===== src/rtl/bcd_rate_counter.sv =====
// bcd_rate_counter: rate-selectable multi-digit BCD up/down counter driven by
// clock enables derived from one system clock (no derived clocks).
// Latency: a rate tick in cycle n updates bcd/step/wrap at the edge ending cycle n.
// Backpressure: none; load has priority over counting, en=0 holds the count.
//
// Ports:
//   clk, rst      single clock, synchronous active-high reset
//   sw            rate select (values >= N_RATES select the fastest rate)
//   mode          0 = up, 1 = down
//   en            counting allowed
//   load/load_val synchronous load of a packed BCD value (clamped to MAX_COUNT)
//   bcd           packed BCD count, digit 0 in [3:0]
//   step, wrap    one-cycle pulses marking a new count / a wrap-around
//
// Build option: define BCD_RATE_COUNTER_SAT_EN to saturate at 0 / MAX_COUNT
// instead of wrapping.

module bcd_rate_counter #(
  parameter int CLK_HZ    = 50000000,
  parameter int BASE_HZ   = 2,
  parameter int N_RATES   = 4,
  parameter int DIGITS    = 2,
  parameter int MAX_COUNT = 29,
  localparam int SW_W     = (N_RATES > 1) ? $clog2(N_RATES) : 1
) (
  input  logic                  clk,
  input  logic                  rst,
  input  logic [SW_W-1:0]       sw,
  input  logic                  mode,
  input  logic                  en,
  input  logic                  load,
  input  logic [4*DIGITS-1:0]   load_val,
  output logic [4*DIGITS-1:0]   bcd,
  output logic                  step,
  output logic                  wrap
);

  localparam int P  = CLK_HZ / (BASE_HZ * (1 << (N_RATES - 1)));
  localparam int PW = (P > 1) ? $clog2(P) : 1;
  localparam int CW = (N_RATES > 1) ? N_RATES - 1 : 1;
  localparam int BW = 4 * DIGITS;

  function automatic logic [BW-1:0] to_bcd(input int value);
    logic [BW-1:0] r;
    int v;
    r = '0;
    v = value;
    for (int i = 0; i < DIGITS; i++) begin
      r[4*i +: 4] = 4'(v % 10);
      v = v / 10;
    end
    return r;
  endfunction

  localparam logic [BW-1:0] MAX_BCD = to_bcd(MAX_COUNT);

  logic [PW-1:0] presc_q, presc_d;
  logic [CW-1:0] chain_q, chain_d;
  logic [BW-1:0] bcd_q, bcd_d;
  logic          step_q, step_d;
  logic          wrap_q, wrap_d;

  logic          fast_tick;
  logic          rate_tick;
  logic [CW-1:0] tick_mask;
  int            sel_i;
  logic [BW-1:0] bcd_inc, bcd_dec;
  logic          inc_carry, dec_borrow;
  logic          at_max, at_zero;
  logic          load_ok;

  // Prescaler and chain free-run; only rst stops them.
  always_comb begin
    fast_tick = (presc_q == PW'(P - 1));
    presc_d   = fast_tick ? '0 : presc_q + 1'b1;
    chain_d   = fast_tick ? chain_q + 1'b1 : chain_q;
  end

  // Rate k fires on fast_tick when the low (N_RATES-1-k) chain bits are all
  // ones. Since ticks only exist on fast_tick, an sw change can only take
  // effect at a fast_tick boundary, so no runt steps are possible.
  always_comb begin
    sel_i = (int'(sw) >= N_RATES) ? N_RATES - 1 : int'(sw);
    tick_mask = '0;
    for (int b = 0; b < CW; b++) begin
      if (b < N_RATES - 1 - sel_i) tick_mask[b] = 1'b1;
    end
    rate_tick = fast_tick && ((chain_q & tick_mask) == tick_mask);
  end

  // Decimal increment / decrement with ripple carry / borrow across digits.
  always_comb begin
    bcd_inc    = bcd_q;
    bcd_dec    = bcd_q;
    inc_carry  = 1'b1;
    dec_borrow = 1'b1;
    for (int i = 0; i < DIGITS; i++) begin
      if (inc_carry) begin
        if (bcd_q[4*i +: 4] >= 4'd9) begin
          bcd_inc[4*i +: 4] = 4'd0;
        end else begin
          bcd_inc[4*i +: 4] = bcd_q[4*i +: 4] + 4'd1;
          inc_carry = 1'b0;
        end
      end
      if (dec_borrow) begin
        if (bcd_q[4*i +: 4] == 4'd0) begin
          bcd_dec[4*i +: 4] = 4'd9;
        end else begin
          bcd_dec[4*i +: 4] = bcd_q[4*i +: 4] - 4'd1;
          dec_borrow = 1'b0;
        end
      end
    end
  end

  // With every digit valid, packed BCD compares like the decimal value.
  always_comb begin
    at_max  = (bcd_q == MAX_BCD);
    at_zero = (bcd_q == '0);
    load_ok = (load_val <= MAX_BCD);
    for (int i = 0; i < DIGITS; i++) begin
      if (load_val[4*i +: 4] > 4'd9) load_ok = 1'b0;
    end
  end

  always_comb begin
    bcd_d  = bcd_q;
    step_d = 1'b0;
    wrap_d = 1'b0;
    if (load) begin
      bcd_d = load_ok ? load_val : MAX_BCD;
    end else if (en && rate_tick) begin
      if (!mode) begin
        if (at_max) begin
`ifdef BCD_RATE_COUNTER_SAT_EN
          bcd_d = bcd_q;
`else
          bcd_d  = '0;
          step_d = 1'b1;
          wrap_d = 1'b1;
`endif
        end else begin
          bcd_d  = bcd_inc;
          step_d = 1'b1;
        end
      end else begin
        if (at_zero) begin
`ifdef BCD_RATE_COUNTER_SAT_EN
          bcd_d = bcd_q;
`else
          bcd_d  = MAX_BCD;
          step_d = 1'b1;
          wrap_d = 1'b1;
`endif
        end else begin
          bcd_d  = bcd_dec;
          step_d = 1'b1;
        end
      end
    end
  end

  always_ff @(posedge clk) begin
    if (rst) begin
      presc_q <= '0;
      chain_q <= '0;
      bcd_q   <= '0;
      step_q  <= 1'b0;
      wrap_q  <= 1'b0;
    end else begin
      presc_q <= presc_d;
      chain_q <= chain_d;
      bcd_q   <= bcd_d;
      step_q  <= step_d;
      wrap_q  <= wrap_d;
    end
  end

  assign bcd  = bcd_q;
  assign step = step_q;
  assign wrap = wrap_q;

endmodule


===== config.mk =====
export PLATFORM = sky130hd
export DESIGN_NAME = bcd_rate_counter
export DESIGN_NICKNAME = d
export VERILOG_FILES = /design/src/rtl/bcd_rate_counter.sv
export SDC_FILE = /design/constraint.sdc
export NUM_CORES = 1
export LEC_CHECK = 0
export ABC_AREA = 0
export CORE_MARGIN = 3
export CORE_UTILIZATION = 55
export CTS_CLUSTER_DIAMETER = 60
export CTS_CLUSTER_SIZE = 24
export DETAILED_ROUTE_END_ITERATION = 16
export PLACE_DENSITY = 0.79
export RECOVER_POWER = 100
export SLEW_MARGIN = 0
export SYNTH_ARGS = -nofsm -noshare
export SYNTH_HDL_FRONTEND = slang
export SYNTH_SLANG_ARGS = --single-unit
export TNS_END_PERCENT = 10

===== constraint.sdc =====
create_clock -name clk -period 2.75 [get_ports clk]
set_input_delay 0.55 -clock clk [delete_from_list [all_inputs] [get_ports clk]]
set_output_delay 0.55 -clock clk [all_outputs]
set_load 0.01 [all_outputs]

==> results.txt, run 1 <==
status = finished clean
die height = 68.0 um
WL/cell = 13.8 um
TritonRoute pass-1 iters = 4
R2R depth = 5
EDFF count, synth = 0
HPWL after detailed placement = 3230 um
I/O pins = 25
Num CTS Buffers = 5
Cell Rows = 21
worst-path fanout max = 5
Multi-input gate area = 1290 um^2
Startpoint Class = primary input
Synth Instances = 249
vias in the first global route = 1706
WS Path Type = in -> reg
Final #Nets = 298
Hold WC Path Type = reg -> reg
Pleak = 0.940 nW
layout cells sized above 1 = 0.0839
period utilisation layout = 0.813
GPL Wtd Cong = 0.841
clock power share = 0.405
Pwr Total = 0.00118 W
Setup TNS = 0 ns
area grow syn2layout = 17.2%
Slew headroom = 0.577
fin. max-slew vios = 0
Tmin final = 2.24 ns
fmax = 447 MHz
RSZ-0062 raised after global routing = false
final setup fails = 0
PortBufs = 24
switching pwr = 0.000286 W
Total GRT Usage = 0.211
routed wire length = 4420 um
internal power = 0.000890 W
Sw Share = 0.243
Post-route DRC = 0
CP cell instances = dlygate4sd3_1, o21ai_0, a211oi_1, nand4_2, and2_0, o32ai_1
Die Span X = 68.0 um
Slew @ Worst Pin = 0.628 ns
Clock Path Buffers = 2
Reg power frac = 0.456
final core occ = 0.703
CP arrival = 2.43 ns
detailed-route via count = 1827
post-route setup slack = 0.514 ns
Post-CTS Hold Buffers = 0
Synth Warn # = 0
Setup Fix Bufs, Post-CTS = 0
starting density of the core = 0.600
final hold viol count = 0
grt total ovfl = 0
Clock Skew = 0.00543 ns
Slowest-stage cell, CP = dlygate4sd3_1
die area = 4620 um^2
initial DRC count = 94
flops & latches, synth = 35
Avg Inst Size Synth = 8.49 um^2
WHS = 0.442 ns
clk_lat worst skew = 0.28 ns
pre-CTS setup slack = 0.494 ns
initial antenna violation count = 0
VDD IR max = 0.401 mV
Mapped Area = 2110 um^2
core area = 3520 um^2
combinational share of power = 0.139
Diodes inserted = 0
top_reg_cell synth = dfxtp_1
post-synthesis sequential area ratio = 0.332
Root Buffer = clkbuf_8
Max Cap Violations = 0
PwrDens = 475 nW/um^2
Worst-path clk slew = 0.07 ns
final-layout fill cell count = 297
largest net degree at the start of global routing = 22
first-pass GRT wire length = 7530 um
H-tree depth = 2
slowest stage delay, CP = 0.54 ns
Hold Path Depth = 1
CTS tree = built
Worst Setup End Kind = flop
Distinct cells, synth = 58
Detail Route Antenna Nets = 0
Post-CTS Resized = 0
FF/Latch Area = 701 um^2
FFs w/ async S/R, synth = 0
number of vias per cell = 5.71
Worst Path Required = 2.94 ns
CTS sink cnt = 35
Synth Net Count = 274
==> cells in the final DEF, fill, tap and decap left out, types with 2 or more instances in the layout <==
cell and n:
a211o_1 2, a211oi_1 6, a21oi_1 8, a22oi_1 2, a311oi_1 2, and2_0 2
and3_1 3, clkbuf_8 6, clkdlybuf4s50_1 12, dfxtp_1 35, dlygate4sd3_1 12, ha_1 10
inv_1 17, mux2i_1 4, nand2_1 11, nand2b_1 4, nand3_1 9, nand4_1 4
nand4_2 2, nor2_1 44, nor3_1 9, nor3b_1 2, nor4_1 2, o21ai_0 5
o32ai_1 4, or3b_1 2, xnor2_1 16, xor2_1 6
==> cell usage after synthesis, types with 2 or more instances <==
library cell	instances	area share
a211o_1	2	0.0083
a211oi_1	5	0.018
a21oi_1	8	0.019
a22oi_1	2	0.0071
a311oi_1	2	0.0083
and2_1	2	0.0059
and3_1	3	0.0089
buf_2	5	0.012
clkbuf_1	2	0.0036
dfxtp_1	35	0.33
ha_1	10	0.059
inv_1	17	0.030
mux2i_1	4	0.019
nand2_1	11	0.020
nand2b_1	4	0.012
nand3_1	9	0.021
nand4_1	4	0.012
nand4_2	2	0.012
nor2_1	44	0.078
nor3_1	9	0.021
nor3b_1	2	0.0071
nor4_2	3	0.018
o21ai_0	5	0.012
o32ai_1	4	0.017
or3b_1	2	0.0083
xnor2_1	16	0.066
xor2_1	6	0.025
==> power by group through the flow <==
| stage | sequential [W] | combinational, W | clock [W] |
|---|---|---|---|
| after floorplan | 0.000543 | 0.000108 | 0 |
| after global placement | 0.000548 | 0.000165 | 0 |
| after detailed placement | 0.000548 | 0.000165 | 0 |
| after CTS | 0.000536 | 0.000166 | 0.000480 |
| after global routing | 0.000538 | 0.000181 | 0.000501 |
| final | 0.000536 | 0.000163 | 0.000477 |
==> cell families (layout without fill, tap and decap cells) <==
family | count (synthesis) | after routing | synth area share
adder cells (fa/ha/maj) | 10 | 10 | 0.0592
XOR/XNOR | 22 | 22 | 0.0912
buffers and inverters | 25 | 50 | 0.0491
multiplexers | 4 | 4 | 0.0189
flip-flops | 35 | 35 | 0.332
AO/OA/AOI/OAI | 44 | 44 | 0.155
AND/OR/NAND/NOR | 109 | 109 | 0.295
==> per-layer routing <==
metal  GRT usage  vias to the layer above  part of all wire
met5           0                        -                 0
met4      0.0496                        0            0.0027
met3      0.0476                        2             0.048
met2       0.319                       41              0.43
met1       0.305                      848              0.52
li1            -                      936                 -
==> cell type report <==
cell class / count / area share
Inverter: 17 / 0.0258
Timing Repair Buffer: 25 / 0.100
Tap cell: 46 / 0.0232
Sequential cell: 35 / 0.283
Clock inverter: 2 / 0.0141
Clock buffer: 6 / 0.0334
Multi-Input combinational cell: 189 / 0.520
==> metrics by stage <==
| stage | std cells | area [um^2] |
|---|---|---|
| 3_3_place_gp | 312 | 2380 |
| 2_1_floorplan | 249 | 2110 |
| 5_1_grt | 320 | 2480 |
| 3_5_place_dp | 312 | 2380 |
| 4_1_cts | 320 | 2500 |
| 6_report | 320 | 2480 |
==> flip-flops by register name, indices dropped and copies added, names as in the netlist <==
name,cells
presc_q,22
bcd,8
chain_q,3
step,1
wrap,1
==> critical path: cells and delay by family <==
family	cells	cell delay, ns
and+or+nand+nor	2	0.50
buffers and inverters	1	0.54
AOI/OAI and AO/OA	3	0.84
==> path summary, 6_finish.rpt <==
path                         startpoint                endpoint  slack (ns)
setup / recovery                  sw[0]     bcd[7]$_SDFFE_PP0P_        0.51
hold / removal    presc_q[0]$_SDFF_PP0_   presc_q[0]$_SDFF_PP0_        0.44
hold reg to reg   presc_q[0]$_SDFF_PP0_   presc_q[0]$_SDFF_PP0_        0.44
setup reg to reg  presc_q[7]$_SDFF_PP0_  presc_q[10]$_SDFF_PP0_        0.55
Power figures use the tool's default switching activity.
==> run 2: changes to the inputs <==
CORE_UTILIZATION = 50   (was 55)
PLACE_DENSITY = 0.75   (was 0.79)
clock period = 2 ns   (was 2.75 ns; I/O delays follow)
==> run 2 against run 1 <==
Effect of this change:
- sequential cell count unchanged
- clock power about the same
- register-to-register slack worse by 0.41 ns
- critical path depth down 4
==> results.txt, run 2 (synthesis results as in run 1) <==
period utilisation layout = 0.955
placed cell count = 333 (+6.7%)
worst-path fanout max = 6 (+1)
vias in the first global route = 1834 (+7.5%)
first-pass GRT wire length = 8260 um (+9.7%)
most frequent cells in the layout = nor2_1 (44), dfxtp_1 (34), inv_1 (17)
Slew @ Worst Pin = 0.644 ns (+0.0164 ns)
final setup fails = 0 (unchanged)
Detail Route Antenna Nets = 0 (unchanged)
Startpoint Class = flop
initial antenna violation count = 0 (unchanged)
Setup Fix Bufs, Post-CTS = 0 (unchanged)
Biggest register = presc_q
die height = 71.0 um (+4.4%)
CTS sink cnt = 35 (unchanged)
fmax = 524 MHz
largest net degree at the start of global routing = 22 (unchanged)
clk_lat worst skew = 0.28 ns (about the same)
max FFs per register = 22 (unchanged)
grt total ovfl = 0 (unchanged)
Total GRT Usage = 0.201 (-0.0102)
PwrDens = 572 nW/um^2 (+20%)
status = finished clean
WL/cell = 14.0 um (+1.1%)
Post-CTS Hold Buffers = 0 (unchanged)
Diodes inserted = 0 (unchanged)
most common cell after layout, fill and taps aside = nor2_1
Clock Skew = 0.00345 ns (-0.00198 ns)
core area = 4030 um^2 (+14%)
Final #Nets = 315 (+5.7%)
fin. max-slew vios = 0 (unchanged)
WHS = 0.437 ns (-0.00578 ns)
Hold WC Path Type = reg -> reg
starting density of the core = 0.525 (-0.0757)
initial DRC count = 148 (+57%)
H-tree depth = 2 (unchanged)
Slew headroom = 0.570 (-0.00708)
Cell Rows = 23 (+9.5%)
die area = 5040 um^2 (+9.1%)
Max Cap Violations = 0 (unchanged)
CP arrival = 1.51 ns (-0.92 ns)
HPWL after detailed placement = 3660 um (+13%)
Post-CTS Resized = 0 (unchanged)
Worst Path Required = 1.60 ns (-1.34 ns)
Root Buffer = clkbuf_8
Worst Setup End Kind = output pin
detailed-route via count = 1908 (+4.4%)
Num CTS Buffers = 5 (unchanged)
final-layout fill cell count = 372 (+25%)
Cell Area, Placed = 2510 um^2 (+5.6%)
number of vias per cell = 5.60 (-2.0%)
PortBufs = 24 (unchanged)
Non-Filler Instances = 341 (+6.6%)
Post-route DRC = 0 (unchanged)
I/O pins = 25 (unchanged)
design area = 2580 um^2 (+4.1%)
Clock Path Buffers = 2 (unchanged)
routed wire length = 4760 um (+7.8%)
Worst-path clk slew = 0.07 ns (about the same)
Pleak = 1.01 nW (+7.1%)
final hold viol count = 0 (unchanged)
Die Span X = 71.0 um (+4.4%)
WS Path Type = reg -> out
CTS tree = built
GPL Wtd Cong = 0.848 (+0.80%)
RSZ-0062 raised after global routing = false
TritonRoute pass-1 iters = 4 (unchanged)
VDD IR max = 0.578 mV (+44%)
layout cells sized above 1 = 0.141 (+0.0570)
area grow syn2layout = 22.0%
Tmin final = 1.91 ns
-- run 2: cell types whose count changed in the layout (fill, tap and decap cells not counted), moves of 2 or more --
cell and delta:
clkdlybuf4s50_1 +2, dlygate4sd3_1 -2, buf_4 +14, clkinv_2 +2
clkbuf_1 +3
-- run 2: worst paths after layout --
kind,slack [ns],from,cells past startpoint,to
setup / recovery,0.09,bcd[7]$_SDFFE_PP0P_,2,bcd[7]
hold / removal,0.44,presc_q[0]$_SDFF_PP0_,1,presc_q[0]$_SDFF_PP0_
setup reg to reg,0.14,bcd[0]$_SDFFE_PP0P_,7,bcd[7]$_SDFFE_PP0P_
hold reg to reg,0.44,presc_q[0]$_SDFF_PP0_,1,presc_q[0]$_SDFF_PP0_
-- run 2: stage by stage --
stage	total power, W	worst slack [ns]	util	setup TNS (ns)
after global placement	0.00101	-0.0725	0.623	-0.271
final	0.00148	0.0899	0.640	0
after detailed placement	0.00101	-0.132	0.623	-0.520
after floorplan	0.000895	0.103	-	0
after global routing	0.00155	0.00964	0.640	0
after CTS	0.00149	0.102	0.644	0
-- run 2: cell type report --
type,count,area [um^2],area share
Multi-Input combinational cell,189,1300,0.505
Sequential cell,35,702,0.272
Timing Repair Buffer,42,364,0.141
Clock buffer,5,68.8,0.0267
Inverter,17,63.8,0.0247
Tap cell,50,62.6,0.0243
Clock inverter,3,15.0,0.00582
-- run 2: metal layers --
metal	vias to the layer above	global-route usage	share of wire
li1	967	-	-
met1	886	0.267	0.47
met2	46	0.323	0.47
met3	9	0.0483	0.050
met4	0	0.0605	0.015
met5	-	0	0
-- run 2: critical path, cell delays in order (launching register included) --
cell and delay (ns):
dfxtp_1 0.44, clkbuf_1 0.22, clkdlybuf4s50_1 0.57
-- run 2: power by group --
group	leakage (nW)	total [W]	internal (W)	switching [W]
Clock	0.0477	0.000479	0.000238	0.000241
Combinational	0.675	0.000269	0.000135	0.000134
Sequential	0.284	0.000728	0.000713	0.0000151
Total	1.01	0.00148	0.00109	0.000390
